## src/rtl/wir_access_ctrl.sv

```systemverilog
`default_nettype none
// =============================================================================
// wir_access_ctrl : loads an instruction into the 1500 WIR (capture/shift/update)
// Revision: 1.0
// =============================================================================
module wir_access_ctrl #(
  parameter int WIR_LEN = 3
) (
  input  logic               WRCK,
  input  logic               WRSTN,
  input  logic               start,
  input  logic [WIR_LEN-1:0] opcode,
  output logic               busy,
  output logic               done,
  output logic [WIR_LEN-1:0] rd_data,
  output logic               select_wir,
  output logic               capture_wr,
  output logic               shift_wr,
  output logic               update_wr,
  output logic               wsi,
  input  logic               wso
);

  localparam int               CNT_W    = $clog2(WIR_LEN + 1);
  localparam logic [CNT_W-1:0] CNT_LAST = CNT_W'(WIR_LEN - 1);

  typedef enum logic [2:0] {
    IDLE    = 3'd0,
    CAPTURE = 3'd1,
    SHIFT   = 3'd2,
    UPDATE  = 3'd3,
    DONE    = 3'd4
  } state_e;

  state_e             state_q, state_d;
  logic [CNT_W-1:0]   cnt_q, cnt_d;
  logic [WIR_LEN-1:0] sr_q, sr_d;
  logic [WIR_LEN-1:0] rd_data_q, rd_data_d;
  logic               busy_q, busy_d;
  logic               done_q, done_d;
  logic               select_q, select_d;
  logic               capture_q, capture_d;
  logic               shift_q, shift_d;
  logic               update_q, update_d;
  logic               wsi_q, wsi_d;

  always_ff @(posedge WRCK or negedge WRSTN) begin
    if (!WRSTN) begin
      state_q   <= IDLE;
      cnt_q     <= '0;
      sr_q      <= '0;
      rd_data_q <= '0;
      busy_q    <= 1'b0;
      done_q    <= 1'b0;
      select_q  <= 1'b0;
      capture_q <= 1'b0;
      shift_q   <= 1'b0;
      update_q  <= 1'b0;
      wsi_q     <= 1'b0;
    end else begin
      state_q   <= state_d;
      cnt_q     <= cnt_d;
      sr_q      <= sr_d;
      rd_data_q <= rd_data_d;
      busy_q    <= busy_d;
      done_q    <= done_d;
      select_q  <= select_d;
      capture_q <= capture_d;
      shift_q   <= shift_d;
      update_q  <= update_d;
      wsi_q     <= wsi_d;
    end
  end

  // Output strobes are a registered decode of the state, so each strobe
  // appears one cycle after its state is entered.
  always_comb begin
    state_d   = state_q;
    cnt_d     = cnt_q;
    sr_d      = sr_q;
    rd_data_d = rd_data_q;

    unique case (state_q)
      IDLE: begin
        if (start) begin
          state_d = CAPTURE;
          cnt_d   = '0;
        end
      end
      CAPTURE: state_d = SHIFT;
      SHIFT: begin
        cnt_d = cnt_q + CNT_W'(1);
        if (cnt_q == CNT_LAST) begin
          state_d = UPDATE;
        end
      end
      UPDATE:  state_d = DONE;
      DONE:    state_d = IDLE;
      default: state_d = IDLE;
    endcase

    // The data path follows the shift_wr strobe actually seen by the WIR.
    if (state_q == IDLE && start) begin
      sr_d = opcode;
    end else if (shift_q) begin
      sr_d = {wso, sr_q[WIR_LEN-1:1]};
    end

    if (state_q == DONE) begin
      rd_data_d = sr_q;
    end

    busy_d    = (state_q != IDLE);
    done_d    = (state_q == DONE);
    capture_d = (state_q == CAPTURE);
    shift_d   = (state_q == SHIFT);
    update_d  = (state_q == UPDATE);
    select_d  = capture_d | shift_d | update_d;
    wsi_d     = shift_d & sr_d[0];
  end

  assign busy       = busy_q;
  assign done       = done_q;
  assign rd_data    = rd_data_q;
  assign select_wir = select_q;
  assign capture_wr = capture_q;
  assign shift_wr   = shift_q;
  assign update_wr  = update_q;
  assign wsi        = wsi_q;

endmodule
`default_nettype wire

```

## config.mk

```make
export PLATFORM = sky130hd
export DESIGN_NAME = wir_access_ctrl
export DESIGN_NICKNAME = d
export VERILOG_FILES = /design/src/rtl/wir_access_ctrl.sv
export SDC_FILE = /design/constraint.sdc
export NUM_CORES = 1
export LEC_CHECK = 0
export ABC_AREA = 1
export CORE_UTILIZATION = 40
export CTS_CLUSTER_SIZE = 10
export DETAILED_ROUTE_END_ITERATION = 12
export PLACE_DENSITY = 0.76
export RECOVER_POWER = 25
export SLEW_MARGIN = 10
export SYNTH_ARGS = -nofsm -noshare
export SYNTH_HDL_FRONTEND = slang
export SYNTH_SLANG_ARGS = --single-unit
```

## constraint.sdc

```tcl
create_clock -name WRCK -period 1.1 [get_ports WRCK]
set_input_delay 0.165 -clock WRCK [delete_from_list [all_inputs] [get_ports WRCK]]
set_output_delay 0.165 -clock WRCK [all_outputs]
set_load 0.005 [all_outputs]
```

Word-level counts from Yosys, hierarchy flattened
Cells that the tools add are included.
{"block": "word_totals", "mem_count": 0, "mem_bits_ro": 0, "ff_bits": 18, "in_bits": 7, "mem_bits_rw": 0, "wordCells": 37, "latch_bits": 0, "out_inout_bits": 10}
{"block": "op_classes", "bitwise_logic": 3, "reduce_logical": 7, "magnitude_cmp": 0, "muxes": 7, "n_eq_ne": 7, "shifts": 0, "div_mod_pow": 0, "n_addsub": 1, "multipliers": 0}
{"op": "2-to-1 mux 3 bit", "count": 4}
{"op": "case mux 3 bit (4 select lines)", "count": 1}
{"op": "equality test 3 x 2 -> 1 bit (second input constant)", "count": 2}
{"op": "case mux 2 bit (2 select lines)", "count": 1}
{"op": "AND reduction 2 bit", "count": 2}
{"op": "nonzero test 2 bit", "count": 2}
{"op": "equality test 3 x 1 -> 1 bit (second input constant)", "count": 1}
{"op": "equality test 3 bit (second input constant)", "count": 1}
{"op": "zero test 3 bit", "count": 1}
{"op": "nonzero test 3 bit", "count": 1}
{"op": "adder 2 x 1 -> 2 bit (second input constant)", "count": 1}
{"op": "equality test 2 bit (second input constant)", "count": 1}
{"op": "2-to-1 mux 2 bit", "count": 1}
{"op": "!= test 2 x 1 -> 1 bit (second input constant)", "count": 1}
{"op": "!= test 2 bit (second input constant)", "count": 1}
{"op": "bitwise OR 1 bit", "count": 2}
{"op": "AND 1 bit", "count": 1}
{"op": "logical AND 1 bit", "count": 1}

Longest topological paths before layout
{"block": "logic_depth", "ltp_word": 4, "mapped_depth": 6, "mapped_depth_nobuf": 6}

Worst setup path after synthesis
OpenSTA, ideal clock, no wires.
{"block": "synth_timing", "kind": "reg-to-reg", "start": "reg state_q[1]", "end": "reg cnt_q[0]", "path_buffers": 0, "setup_ns": 0.127, "period_less_slack_ns": 0.984, "t_required_ns": 0.973, "stages_incl_launch_ff": 5, "path_slack_ns": 0.116, "t_arrival_ns": 0.857, "path_cell_list": "dfrtp_1 nor2_4 nand3_4 nand3_1 o21ai_0"}
{"block": "synth_between", "elab_chain_cells": 3, "word_cells_on_any_way": 6, "classes_between": "eq/ne (2); mux (1); reduce/logical (3)"}
{"element": "start, declared", "line": "35", "text": "state_e state_q, state_d;"}
{"element": "start signal, assigned", "line": "61", "text": "state_q <= state_d;"}
{"element": "equality test 3 x 2 -> 1 bit / zero test 3 bit (equally long branches)", "line": "83", "text": "unique case (state_q)"}
{"element": "nonzero test 2 bit (no line) / != test 2 bit (equally long branches)"}
{"element": "AND reduction 2 bit (no line)"}
{"element": "end signal, assigned", "line": "62", "text": "cnt_q <= cnt_d;"}
{"element": "end, declared", "line": "36", "text": "logic [CNT_W-1:0] cnt_q, cnt_d;"}
Parallel ways exist; a longest one is shown, timed or not.
A chain may end at the register's enable or synchronous reset.

Final worst setup path
{"block": "layout_timing", "start": "reg state_q[1]", "end": "reg sr_q[1]"}
{"block": "layout_between", "elab_chain_cells": 3, "word_cells_on_any_way": 4, "classes_between": "mux (1); reduce/logical (3)"}
{"element": "zero test 3 bit (*)", "line": "103", "text": "if (state_q == IDLE && start) begin"}
{"element": "logical AND 1 bit (*)", "line": "103"}
{"element": "2-to-1 mux 3 bit / nonzero test 2 bit (equally long branches)"}
{"element": "end signal, assigned", "line": "63", "text": "sr_q <= sr_d;"}
{"element": "end, declared", "line": "37", "text": "logic [WIR_LEN-1:0] sr_q, sr_d;"}
Mark *: on every way between the ends. The rest lies on a longest branch, timed or not.

==> key figures <==
Finish
  • Util after Layout: 62.5%
  • Final nets: 115
  • Area growth syn-to-layout: 47.1%
  • Layout filler cell count: 141
  • Most frequent cells in the layout: 18 x dfrtp_1, 17 x nand2_1, 10 x inv_1, 10 x clkdlybuf4s15_1, 9 x buf_4
  • Layout cells sized above 1: 26.4%
  • Diodes inserted: 0
  • Most common cell after layout, fill and taps aside: dfrtp_1

Clock network
  • CTS tree: done
  • Worst skew pair latency: 0.29 ns
  • Clock Path Buffers: 2
  • Reg clk slew, reported paths: 0.10 ns
  • H-Tree Depth: 1
  • CTS sink cnt: 18
  • Num CTS Buffers: 3
  • Root Driver: clkbuf_4

Floorplanning
  • Die width: 44.6 um
  • Initial Util: 42.5%
  • Num ports: 17
  • Core box area: 1710 um2
  • DIE HEIGHT: 44.6 um
  • Die ar.: 1990 um2
  • # rows: 15

Routing
  • Post-Route WL: 1410 um
  • DRC errors left: 0
  • Average wire per standard cell: 10.7 um
  • Via density: 4.41
  • Detailed Route Iter0 Violations: 15
  • Final ANT Viol Nets: 0
  • Number of iterations in the first detailed-routing pass: 4
  • Vias: 578

Power and ir drop
  • Sw power: 0.00104 W
  • Pwr dens: 2700 nW/um2
  • Worst vdd ir: 1.51 mV
  • Leak Pwr: 0.557 nW
  • Sw frac: 36.1%
  • Total power: 0.00289 W
  • Clock group share of total power: 13.8%
  • Pint: 0.00184 W
  • Comb power frac: 47.8%
  • Reg power frac: 38.4%

STA
  • Min cycle time layout: 1.10 ns
  • Final Cycle Share: 100%
  • Slew margin rel.: 71.1%
  • RSZ-0062 raised after global routing: true
  • Post-Route Skew: 0.00193 ns
  • Maximum clock frequency: 0.909 GHz
  • Max Slew Vio Count: 0
  • Final setup viols: 0
  • Final hold vios: 0
  • Slew @ Worst Pin: 0.434 ns

Worst setup path
  • Crit path capture type: flop
  • Critical Path RT: 1.29 ns
  • CP Class: flop to flop
  • WP data arrival: 1.29 ns
  • Critical path launch point type: flop
  • Worst-path fanout max: 4

Synthesis
  • Syn_nets: 83
  • Netlist cell types: 14
  • Mapped Avg Cell Area: 9.68 um2
  • Syn Std Cell Area: 726 um2
  • Yosys warns: 0
  • Register area share after synthesis: 62.1%
  • Post-Syn Instances: 75
  • FF+latch count, synth: 18

Place
  • DP Wirelength: 958 um
  • IO buf count: 16
  • Placer Congestion: 0.818

Global route
  • Initial antenna violation count: 0
  • First-pass GRT wire length: 2230 um
  • Grt total ovfl: 0
  • GRT Total Usage: 15.8%
  • Number of global-route vias before repair: 509
  • Largest net degree at the start of global routing: 19

Flow run
  • Number of max-cap violations: 0

Outcome
  • Status: completed

Hold path
  • Worst Hold Class: primary input to async pin
==> layer usage <==
metal  vias up  global-route usage, %  share of wire [%]
li1        296                      -                  -
met1       264                   20.3                 44
met2        16                   24.7                 51
met3         2                   4.49                4.5
met4         0                   7.27               0.85
met5         -                      0                  0
==> area by class of cell <==
| class | instances | area (um2) | share of cell area, % |
|---|---|---|---|
| Sequential cell | 18 | 450 | 42.2 |
| Tap cell | 25 | 31.3 | 2.93 |
| Clock buffer | 4 | 36.3 | 3.40 |
| Inverter | 14 | 52.6 | 4.92 |
| Timing Repair Buffer | 27 | 244 | 22.9 |
| Multi-Input combinational cell | 43 | 253 | 23.7 |
==> cells by family (layout without fill, tap and decap cells) <==
family,after synthesis,after routing,share of synthesized area [%]
compound gates,6,6,4.14
flops,18,18,62.1
fa+ha+maj,1,1,1.72
buf+inv,14,45,7.24
simple gates,36,36,24.8
==> through the flow <==
step                std cells  setup WS, ns  hold WS [ns]  instance area, um2  TNS [ns]
global placement          120       -0.0373         0.461                 947    -0.142
detailed placement        120       -0.0718         0.468                 947    -0.288
CTS                       127       0.00933         0.185                1000         0
global route              131       -0.0541         0.343                1070    -0.196
finish                    131     0.0000394         0.331                1070         0
floorplan                  75         0.116        -0.131                 726         0
==> registers in the layout, indices dropped and copies added (netlist names) <==
register	flops
busy	1
capture_wr	1
cnt_q	2
done	1
rd_data	3
select_wir	1
shift_wr	1
sr_q	3
state_q	3
update_wr	1
wsi	1
==> cells in the mapped netlist, drive strengths merged <==
cell type,count,area [um2]
o21ai,6,30.0
nand4,3,18.8
nand3,6,47.6
inv,14,52.6
dfrtp,18,450
ha,1,12.5
nand2,21,81.3
nor3,2,10.0
nor2,4,22.5
==> worst max-delay path, cell delays in order (launching register included) <==
cell,delay (ns)
dfrtp_1,0.43
nor2_4,0.20
buf_4,0.15
nand4_1,0.09
nand2_1,0.09
nand2_1,0.05
==> path summary, 6_finish.rpt <==
kind / startpoint / endpoint / slack (ns) / cells after the start
min in group WRCK: rd_data[0] / rd_data[0] / 0.49 / 2
hold / removal: WRSTN / cnt_q[1] / 0.33 / 2
setup / recovery: state_q[1] / sr_q[1] / 0.00004 / 5
max in group asynchronous: WRSTN / cnt_q[0] / 0.47 / 2
setup reg to reg: state_q[1] / sr_q[1] / 0.00004 / 5
hold reg to reg: rd_data[0] / rd_data[0] / 0.49 / 2
==> power by group through the flow <==
stage / registers, W / clock network, W / logic [W]
6_report: 0.00111 / 0.000398 / 0.00138
5_1_grt: 0.00113 / 0.000445 / 0.00156
4_1_cts: 0.00110 / 0.000419 / 0.00110
3_5_place_dp: 0.00112 / 0 / 0.00111
3_3_place_gp: 0.00110 / 0 / 0.00107
2_1_floorplan: 0.00113 / 0 / 0.000560
==> what timing repair did <==
action | CTS | global route
setup buffers | 3 | 5
pin swaps | 1 | 6
resized for setup | 16 | 15
gates cloned | 0 | 0
hold buffers | 0 | 0
endpoints found under the setup margin | 12 | 14
Power figures use the tool's default switching activity.
